[config.mk]
export PLATFORM = sky130hd
export DESIGN_NAME = vga_sync_gen
export DESIGN_NICKNAME = d
export VERILOG_FILES = /design/src/rtl/vga_sync_gen.sv
export SDC_FILE = /design/constraint.sdc
export NUM_CORES = 1
export LEC_CHECK = 0
export ABC_AREA = 1
export CAP_MARGIN = 40
export CORE_UTILIZATION = 56
export DETAILED_ROUTE_END_ITERATION = 10
export HOLD_SLACK_MARGIN = 0.08
export PLACE_DENSITY_LB_ADDON = 0.25
export SYNTH_ARGS = -nofsm -noshare
export SYNTH_HDL_FRONTEND = slang
export SYNTH_SLANG_ARGS = --single-unit
[constraint.sdc]
create_clock -name clk -period 2.63 [get_ports clk]
set_input_delay 0.526 -clock clk [delete_from_list [all_inputs] [get_ports clk]]
set_output_delay 0.526 -clock clk [all_outputs]
set_load 0.02 [all_outputs]
[src/rtl/vga_sync_gen.sv]
// VGA sync generator: pixel-rate divider, h/v counters, registered syncs and video_on aligned with pixel_x/pixel_y.
// Optional frame_count output is enabled by defining VGA_SYNC_FRAME_COUNT_EN.
module vga_sync_gen #(
  parameter int CLK_DIV   = 2,
  parameter int H_DISPLAY = 640,
  parameter int H_FRONT   = 16,
  parameter int H_SYNC    = 96,
  parameter int H_BACK    = 48,
  parameter int V_DISPLAY = 480,
  parameter int V_FRONT   = 10,
  parameter int V_SYNC    = 2,
  parameter int V_BACK    = 33
) (
  input  logic       clk,
  input  logic       reset,
  output logic       hsync,
  output logic       vsync,
  output logic       video_on,
  output logic       p_tick,
  output logic [9:0] pixel_x,
  output logic [9:0] pixel_y,
  output logic       frame_start
`ifdef VGA_SYNC_FRAME_COUNT_EN
  ,
  output logic [7:0] frame_count
`endif
);

  localparam int H_TOTAL = H_DISPLAY + H_FRONT + H_SYNC + H_BACK;
  localparam int V_TOTAL = V_DISPLAY + V_FRONT + V_SYNC + V_BACK;

  localparam logic [3:0]  DIV_LAST = 4'(CLK_DIV - 1);
  localparam logic [9:0]  H_LAST   = 10'(H_TOTAL - 1);
  localparam logic [9:0]  V_LAST   = 10'(V_TOTAL - 1);
  // Bounds are one bit wider so an end-exclusive limit of 1024 still fits.
  localparam logic [10:0] H_VIS    = 11'(H_DISPLAY);
  localparam logic [10:0] V_VIS    = 11'(V_DISPLAY);
  localparam logic [10:0] HS_BEG   = 11'(H_DISPLAY + H_FRONT);
  localparam logic [10:0] HS_END   = 11'(H_DISPLAY + H_FRONT + H_SYNC);
  localparam logic [10:0] VS_BEG   = 11'(V_DISPLAY + V_FRONT);
  localparam logic [10:0] VS_END   = 11'(V_DISPLAY + V_FRONT + V_SYNC);

  logic [3:0] div_cnt;
  logic [3:0] div_nxt;
  logic [9:0] h_nxt;
  logic [9:0] v_nxt;
  logic       wrap;

  always_comb begin
    div_nxt = (div_cnt == DIV_LAST) ? 4'd0 : div_cnt + 4'd1;
    h_nxt   = pixel_x;
    v_nxt   = pixel_y;
    wrap    = p_tick && (pixel_x == H_LAST) && (pixel_y == V_LAST);
    if (p_tick) begin
      if (pixel_x == H_LAST) begin
        h_nxt = 10'd0;
        v_nxt = (pixel_y == V_LAST) ? 10'd0 : pixel_y + 10'd1;
      end else begin
        h_nxt = pixel_x + 10'd1;
      end
    end
  end

  // Sync/video flags are decoded from the next counter values so they land with the coordinates.
  always_ff @(posedge clk) begin
    if (reset) begin
      div_cnt     <= 4'd0;
      p_tick      <= 1'b0;
      pixel_x     <= 10'd0;
      pixel_y     <= 10'd0;
      hsync       <= 1'b1;
      vsync       <= 1'b1;
      video_on    <= 1'b0;
      frame_start <= 1'b0;
`ifdef VGA_SYNC_FRAME_COUNT_EN
      frame_count <= 8'd0;
`endif
    end else begin
      div_cnt     <= div_nxt;
      p_tick      <= (div_nxt == DIV_LAST);
      pixel_x     <= h_nxt;
      pixel_y     <= v_nxt;
      hsync       <= !(({1'b0, h_nxt} >= HS_BEG) && ({1'b0, h_nxt} < HS_END));
      vsync       <= !(({1'b0, v_nxt} >= VS_BEG) && ({1'b0, v_nxt} < VS_END));
      video_on    <= ({1'b0, h_nxt} < H_VIS) && ({1'b0, v_nxt} < V_VIS);
      frame_start <= wrap;
`ifdef VGA_SYNC_FRAME_COUNT_EN
      frame_count <= frame_count + {7'd0, wrap};
`endif
    end
  end

endmodule

==> run summary, run 1 <==
Outcome -> finished clean
Mapped Avg Cell Area -> 6.73 µm²
Die area -> 0.00299 mm²
Ant diodes -> 0
DRC errors left -> 0
Mapped cell area -> 0.00156 mm²
Slew @ Worst Pin -> 480 ps
Sequential-to-total area share from yosys stat -> 0.373
Layout Skew -> 4.54 ps
Root Buffer -> clkbuf_4
Distinct cells, synth -> 28
Post-synthesis cell count -> 231
CP Capture Type -> output port
Leakage Power -> 0.000825 µW
Biggest area consumer among synthesized cells -> dfxtp_1
Synth Warn # -> 0
Die height -> 54.7 µm
Final Routed Wirelength -> 3330 µm
Setup CP Type -> reg -> out
Max transition margin -> 0.680
Worst path required time -> 2100 ps
Largest net degree at the start of global routing -> 22
RePlAce Congestion -> 0.843
Fill cells -> 218
Worst path max stage delay -> 700 ps
Yosys top cell area share -> 0.373
CP Max Fanout -> 11
MaxCap Viol Count -> 0
Final setup TNS -> 0 ps
Wirelength per Cell -> 11.4 µm
Clk buf depth -> 2
Nets -> 266
Pwr dens -> 402 mW/mm²
Max Clk Rate -> 458 MHz
Setup WS pre-CTS -> 765 ps
Worst VDD drop -> 323 µV
Commonest non-fill, non-tap cell in the layout -> nand2_1
Crit path max-delay cell type -> clkdlybuf4s50_1
Synth area leaders -> dfxtp_1, nand2_1, nor2_1
Initial antenna violation count -> 0
PortBufs -> 26
Clock Sinks -> 29
Fraction of final layout cells with drive strength greater than 1 -> 0.111
Area growth syn-to-layout -> 21.0%
Post-layout minimum cycle time -> 2180 ps
Worst skew pair latency -> 330 ps
Post-CTS resize count -> 0
Via count -> 1529
Crit path max-delay family -> buffers and inverters
Avg Vias per Cell -> 5.24
H-tree levels -> 2
Gr ovfl total -> 0
Slew Limit Fails -> 0
Drt first pass iters -> 4
All-layer global routing usage -> 0.258
Final setup vio count -> 0
Post CTS Setup Buffer Count -> 0
CTS Buf Count -> 5
Initial core utilization -> 0.611
Tcrit/Tclk final -> 0.831
Final ANT Viol Nets -> 0
CORE AREA -> 0.00254 mm²
CP Cell Sequence -> clkdlybuf4s50_1
I/O pin cnt -> 27
Global-route wire length before repair -> 5410 µm
CTS clk-pin slew, worst paths -> 100 ps
RSZ-0062 raised after global routing -> no
Most frequent cells in the layout -> nand2_1, nor2_1, inv_1, dfxtp_1, clkdlybuf4s50_1
CTS tree -> built
Fin worst setup slack -> 446 ps
Site row count -> 18
Final Util -> 0.739
Hold Path Class -> reg -> reg
DP HPWL -> 2400 µm
Final Hold Fails -> 0
Startpoint class of the critical path -> flip-flop
Synth Register Bits -> 29
Post-synth net total -> 236
Vias in the first global route -> 1313
Initial DRC count -> 52
Worst Path Buf+Inv -> 1
CP arrival -> 1660 ps
Hold Buf Count CTS -> 0
DIE WIDTH -> 54.7 µm
[area by class of cell]
cell class              count  area, µm²  share of cell area
multi-input cells         164        813               0.432
flip-flops and latches     29        581               0.309
repair buffers             27        268               0.142
inverters                  34        128              0.0678
clock buffers               5       37.5              0.0199
well taps                  30       37.5              0.0199
clock inverters             3       17.5             0.00931
[routing by layer]
layer  vias up  GRT usage  share of wire
met5         -          0              0
met4         0      0.132          0.015
met3         6     0.0583          0.069
met2        53      0.418           0.45
met1       691      0.317           0.47
li1        779          -              -
[per-stage QoR]
step	hold slack [ps]	power, µW	instance area, µm²	cells
global route	471	781	1880	292
detailed placement	443	498	1830	284
floorplan	419	483	1560	231
CTS	459	760	1880	292
finish	460	757	1880	292
global placement	438	497	1830	284
[final timing paths]
path,cells after the start,endpoint,slack [ps],from
min reg2reg,1,div_cnt[0],460,div_cnt[0]
max,1,p_tick,450,p_tick
max reg2reg,12,vsync,720,pixel_x[0]
min,1,div_cnt[0],460,div_cnt[0]
[logic make-up (layout without fill, tap and decap cells)]
group	count (synthesis)	count (layout)	synth area share
DFF	29	29	0.373
adders and majority gates	3	3	0.0241
buffers and inverters	38	69	0.104
AOI/OAI and AO/OA	15	15	0.0531
and+or+nand+nor	146	146	0.446
[sequential cells by signal, indices dropped and copies added (netlist names)]
signal       count
pixel_y         10
video_on         1
vsync            1
frame_start      1
p_tick           1
div_cnt          4
pixel_x         10
hsync            1
[power by group]
part / switching [µW] / internal (µW) / total, µW / leakage (µW)
Combinational: 20.5 / 14.8 / 35.2 / 0.000559
Sequential: 8.98 / 444 / 453 / 0.000235
Clock: 168 / 101 / 268 / 0.0000310
Total: 197 / 560 / 757 / 0.000825
[Yosys cell counts (all sizes together)]
cell type  count
nor2          47
clkbuf         2
nand3b         1
nand4          2
and2           1
o21ai          7
nand3         24
a21oi          5
o21a           1
nor4           1
a211oi         2
nor3b          2
dfxtp         29
ha             3
nand2         64
nor3           4
inv           34
buf            2
No activity file was read; power rests on OpenSTA's default activity.
==> inputs of run 2 (changes only) <==
Settings changed: CORE_UTILIZATION 56 to 47.
Clock period 2.63 ns to 1.8 ns, I/O delays scaled along.
==> run 2 against run 1 <==
Register-to-register slack lost 610 ps. Final area grew 7.7%. Routed wire length grew 2.9%. Clock power grew 37%. Die area grew 18%. Utilization shrank 8.6 points. Largest power group unchanged. Highest routed layer unchanged.
==> run summary, run 2 (synthesized netlist as in run 1, its figures left out) <==
CTS Buf Count -> 5 (unchanged)
Setup WS pre-CTS -> 62.2 ps (-703 ps)
Via count -> 1483 (-3.0%)
Fraction of final layout cells with drive strength greater than 1 -> 0.151 (+0.0400)
Setup CP Type -> reg -> out
Post-layout minimum cycle time -> 1720 ps
Wirelength per Cell -> 10.8 µm (-4.9%)
RR Startpoint -> pixel_x[1]
MaxCap Viol Count -> 0 (unchanged)
All-layer global routing usage -> 0.215 (-0.0439)
Initial DRC count -> 80 (+54%)
Worst path required time -> 1440 ps (-660 ps)
CP Capture Type -> output port
Clock Sinks -> 29 (unchanged)
RePlAce Congestion -> 0.831 (-1.5%)
Vias in the first global route -> 1300 (-0.99%)
CORE AREA -> 0.00310 mm² (+22%)
Pwr dens -> 537 mW/mm² (+34%)
Crit path max-delay cell type -> clkdlybuf4s50_1
Final Cell Area -> 0.00203 mm² (+7.7%)
Drt first pass iters -> 4 (unchanged)
Final Hold Fails -> 0 (unchanged)
Max transition margin -> 0.729 (+0.0498)
PortBufs -> 26 (unchanged)
Clk pwr share -> 0.337 (-0.017)
Commonest non-fill, non-tap cell in the layout -> nand2_1
Site row count -> 20 (+2)
Most frequent cells in the layout -> nand2_1, nor2_1, inv_1, dfxtp_1, nand3_1
Gr ovfl total -> 0 (unchanged)
Startpoint class of the critical path -> flip-flop
Final ANT Viol Nets -> 0 (unchanged)
CP arrival -> 1360 ps (-300 ps)
Tcrit/Tclk final -> 0.954
Initial antenna violation count -> 0 (unchanged)
Die height -> 59.5 µm (+8.8%)
Placed cell area -> 0.00188 mm² (+3.0%)
Area growth syn-to-layout -> 30.3%
Global-route wire length before repair -> 5580 µm (+3.2%)
Layout Skew -> 5.39 ps (+0.846 ps)
Ant diodes -> 0 (unchanged)
CTS tree -> built
Sw power -> 262 µW (+33%)
Switching part of the total -> 0.241 (-0.0194)
Die area -> 0.00354 mm² (+18%)
DP HPWL -> 2420 µm (+0.93%)
DRC errors left -> 0 (unchanged)
Worst skew pair latency -> 320 ps (about the same)
CP Max Fanout -> 5 (-6)
Crit path max-delay family -> buffers and inverters
Initial core utilization -> 0.501 (-0.110)
Final Util -> 0.653 (-0.0862)
Fin worst setup slack -> 83.2 ps (-362 ps)
Slew @ Worst Pin -> 402 ps (-78.4 ps)
H-tree levels -> 2 (unchanged)
CP Cell Sequence -> clkdlybuf4s50_1
DIE WIDTH -> 59.5 µm (+8.8%)
Int Power -> 826 µW (+48%)
CTS clk-pin slew, worst paths -> 90 ps (about the same)
Root Buffer -> clkbuf_4
Worst Path Buf+Inv -> 1 (unchanged)
Largest registers -> pixel_x (10), pixel_y (10), div_cnt (4)
Max Clk Rate -> 582 MHz
Outcome -> finished clean
Worst hold slack -> 457 ps (-3.24 ps)
Slew Limit Fails -> 0 (unchanged)
I/O pin cnt -> 27 (unchanged)
Final setup vio count -> 0 (unchanged)
Hold Path Class -> reg -> reg
HP Start -> div_cnt[0]
R2R setup slack -> 110 ps (-610 ps)
Avg Vias per Cell -> 4.69 (-10%)
Nets -> 276 (+3.8%)
Worst path max stage delay -> 630 ps (-70 ps)
Worst VDD drop -> 386 µV (+19%)
Seq pwr share -> 0.604 (+0.005)
Largest net degree at the start of global routing -> 22 (unchanged)
Hold Buf Count CTS -> 0 (unchanged)
Clk buf depth -> 2 (unchanged)
Leakage Power -> 0.00105 µW (+27%)
Final Routed Wirelength -> 3420 µm (+2.9%)
Crit path from -> pixel_y[8]
Logic gate share of total power -> 0.059 (+0.012)
run 2: cell types whose count changed in the layout (fill, tap and decap cells not counted), sizes merged:
cell	change
clkdlybuf4s50	-10
clkinvlp	-1
nor2	+1
dlymetal6s2s	+10
buf	+9
clkbuf	+1
run 2: routing by layer:
layer | part of all wire | up-vias | track usage
met2 | 0.45 | 34 | 0.321
met3 | 0.045 | 4 | 0.0677
met1 | 0.49 | 644 | 0.283
met4 | 0.013 | 0 | 0.0930
li1 | - | 801 | -
met5 | 0 | - | 0
run 2: per-stage QoR:
| stage | total power [µW] | setup TNS, ps | cells |
|---|---|---|---|
| floorplan | 706 | 0 | 231 |
| global placement | 734 | 0 | 303 |
| detailed placement | 734 | 0 | 303 |
| CTS | 1110 | 0 | 311 |
| global route | 1150 | -6.38 | 316 |
| finish | 1090 | 0 | 316 |
run 2: area by class of cell:
cell class	count	area, µm²
clock buffers	6	41.3
clock inverters	2	10.0
fillers	289	1080
inverters	34	128
multi-input cells	165	850
flip-flops and latches	29	583
well taps	44	55.1
repair buffers	36	360
run 2: power by group through the flow:
stage | Combinational, µW | Sequential (µW) | Clock [µW]
2_1_floorplan | 28.0 | 678 | 0
3_3_place_gp | 63.9 | 670 | 0
3_5_place_dp | 64.0 | 670 | 0
4_1_cts | 64.3 | 655 | 387
5_1_grt | 72.4 | 659 | 422
6_report | 64.7 | 657 | 367
run 2: path summary, 6_finish.rpt:
check                                  end  cells past startpoint
worst min register to register  div_cnt[0]                      1
worst max register to register       vsync                     11
worst min-delay path            div_cnt[0]                      1
worst max-delay path            pixel_y[8]                      1
run 2: repair_timing:
action	CTS	global route
resized for setup	0	18
setup buffers	0	4
setup endpoints to repair	0	11
==> inputs of run 3 (changes only) <==
Settings changed: CTS_CLUSTER_DIAMETER set to 60, GPL_ROUTABILITY_DRIVEN set to 0, PLACE_DENSITY set to 0.75, PLACE_DENSITY_LB_ADDON 0.25 to not set.
==> run 3 against run 2 <==
Register-to-register slack improved by 30 ps. Hold slack better by 10 ps. Utilization shrank 0.081 points. Final cell count stayed put. Worst setup slack got worse by 4.3 ps. Clock skew grew 5.6 ps. Global-route usage grew 0.18 points. Via count rose by 1.2%. Final area down 0.12%. Combinational power barely moved. Critical path depth did not move.
==> run summary, run 3 (synthesized netlist as in run 1, its figures left out) <==
Switching part of the total -> 0.234 (-0.00685)
Final Hold Fails -> 0 (unchanged)
Initial core utilization -> 0.501 (unchanged)
Hold Path Class -> reg -> reg
CTS Buf Count -> 5 (unchanged)
Crit path max-delay cell type -> clkdlybuf4s50_1
CTS clk-pin slew, worst paths -> 100 ps (about the same)
Fill cells -> 290 (+0.35%)
Fin worst setup slack -> 78.9 ps (-4.27 ps)
Initial DRC count -> 57 (-29%)
Clock Sinks -> 29 (unchanged)
FF-to-FF path depth -> 12 (+1)
Max transition margin -> 0.706 (-0.0239)
Clk pwr share -> 0.358 (+0.021)
Max Clk Rate -> 581 MHz (-0.25%)
Power Total -> 1120 µW (+3.2%)
Layout Skew -> 11.0 ps (+5.58 ps)
Worst Path Buf+Inv -> 1 (unchanged)
Crit path max-delay family -> buffers and inverters
Most frequent cells in the layout -> nand2_1, nor2_1, inv_1, dfxtp_1
Largest registers -> pixel_x (10), pixel_y (10), div_cnt (4)
Outcome -> finished clean
Setup CP Type -> reg -> out
Sw power -> 263 µW (+0.30%)
Worst VDD drop -> 453 µV (+18%)
Tcrit/Tclk final -> 0.956 (+0.00237)
CP Capture Type -> output port
Setup WS pre-CTS -> 74.1 ps (+11.9 ps)
Fraction of final layout cells with drive strength greater than 1 -> 0.154 (+0.00368)
Die area -> 0.00354 mm² (unchanged)
CP Max Fanout -> 5 (unchanged)
DP HPWL -> 2510 µm (+3.5%)
I/O pin cnt -> 27 (unchanged)
MaxCap Viol Count -> 0 (unchanged)
Final Routed Wirelength -> 3450 µm (+0.73%)
Root Buffer -> clkbuf_4
Post-layout minimum cycle time -> 1720 ps (+4.27 ps)
Area growth syn-to-layout -> 30.2%
Final ANT Viol Nets -> 0 (unchanged)
Int Power -> 861 µW (+4.2%)
CORE AREA -> 0.00310 mm² (unchanged)
Seq pwr share -> 0.584 (-0.020)
All-layer global routing usage -> 0.216 (+0.00177)
DIE WIDTH -> 59.5 µm (unchanged)
DRC errors left -> 0 (unchanged)
Largest net degree at the start of global routing -> 22 (unchanged)
Worst path required time -> 1440 ps (about the same)
H-tree levels -> 2 (unchanged)
Initial antenna violation count -> 0 (unchanged)
CTS tree -> built
Drt first pass iters -> 4 (unchanged)
Worst path max stage delay -> 630 ps (about the same)
PortBufs -> 26 (unchanged)
Startpoint class of the critical path -> flip-flop
Via count -> 1501 (+1.2%)
CP arrival -> 1360 ps (about the same)
Leakage Power -> 0.00100 µW (-4.4%)
Slew Limit Fails -> 0 (unchanged)
Ant diodes -> 0 (unchanged)
Nets -> 277 (+0.36%)
Commonest non-fill, non-tap cell in the layout -> nand2_1
Logic gate share of total power -> 0.057 (-0.002)
Global-route wire length before repair -> 5600 µm (+0.36%)
CP Cell Sequence -> clkdlybuf4s50_1
Worst skew pair latency -> 330 ps (about the same)
Vias in the first global route -> 1317 (+1.3%)
Slew @ Worst Pin -> 437 ps (+35.4 ps)
Crit. path cell count -> 1 (unchanged)
Final setup vio count -> 0 (unchanged)
Worst hold path depth -> 1 (unchanged)
Clk buf depth -> 2 (unchanged)
Avg Vias per Cell -> 4.75 (+1.2%)
Site row count -> 20 (unchanged)
Die height -> 59.5 µm (unchanged)
Gr ovfl total -> 0 (unchanged)
Wirelength per Cell -> 10.9 µm (+0.73%)
Pwr dens -> 555 mW/mm² (+3.4%)
## run 3: worst paths after layout
path | startpoint | to | slack [ps]
hold / removal | div_cnt[3] | div_cnt[3] | 470
setup reg to reg | pixel_x[0] | vsync | 140
hold reg to reg | div_cnt[3] | div_cnt[3] | 470
setup / recovery | pixel_y[6] | pixel_y[6] | 80
## run 3: per-stage QoR
stage          cells  hold slack, ps   util  instance area (µm²)  TNS (ps)
2_1_floorplan    231             419      -                 1560         0
3_3_place_gp     303             441  0.606                 1880         0
3_5_place_dp     303             447  0.606                 1880         0
4_1_cts          310             467  0.624                 1940         0
5_1_grt          316             500  0.652                 2020     -4.31
6_report         316             467  0.652                 2020         0
## run 3: power groups by stage
stage	sequential [µW]	clock (µW)	combinational, µW
after CTS	655	416	64.5
after floorplan	678	0	28.0
after global placement	670	0	63.2
after detailed placement	670	0	64.0
after global routing	658	449	70.9
final	657	403	64.4
## run 3: area by class of cell
type / count / area (µm²) / area share
Multi-Input combinational cell: 165 / 845 / 0.417
Tap cell: 44 / 55.1 / 0.0272
Inverter: 34 / 128 / 0.0630
Sequential cell: 29 / 583 / 0.288
Timing Repair Buffer: 37 / 359 / 0.177
Clock buffer: 7 / 55.1 / 0.0272
## run 3: repair_timing
action | CTS | global route
setup buffers | 0 | 5
gates resized for setup | 1 | 13
hold buffers | 0 | 0
setup endpoints to repair | 1 | 9
pin swaps | 0 | 3
gates cloned | 0 | 1
## run 3: routing by layer
| layer | vias to the layer above | wire, µm | part of all wire | track usage |
|---|---|---|---|---|
| li1 | 803 | - | - | - |
| met5 | - | 0 | 0 | 0 |
| met3 | 6 | 125 | 0.036 | 0.0524 |
| met2 | 35 | 1520 | 0.44 | 0.318 |
| met4 | 0 | 53 | 0.015 | 0.110 |
| met1 | 657 | 1750 | 0.51 | 0.294 |
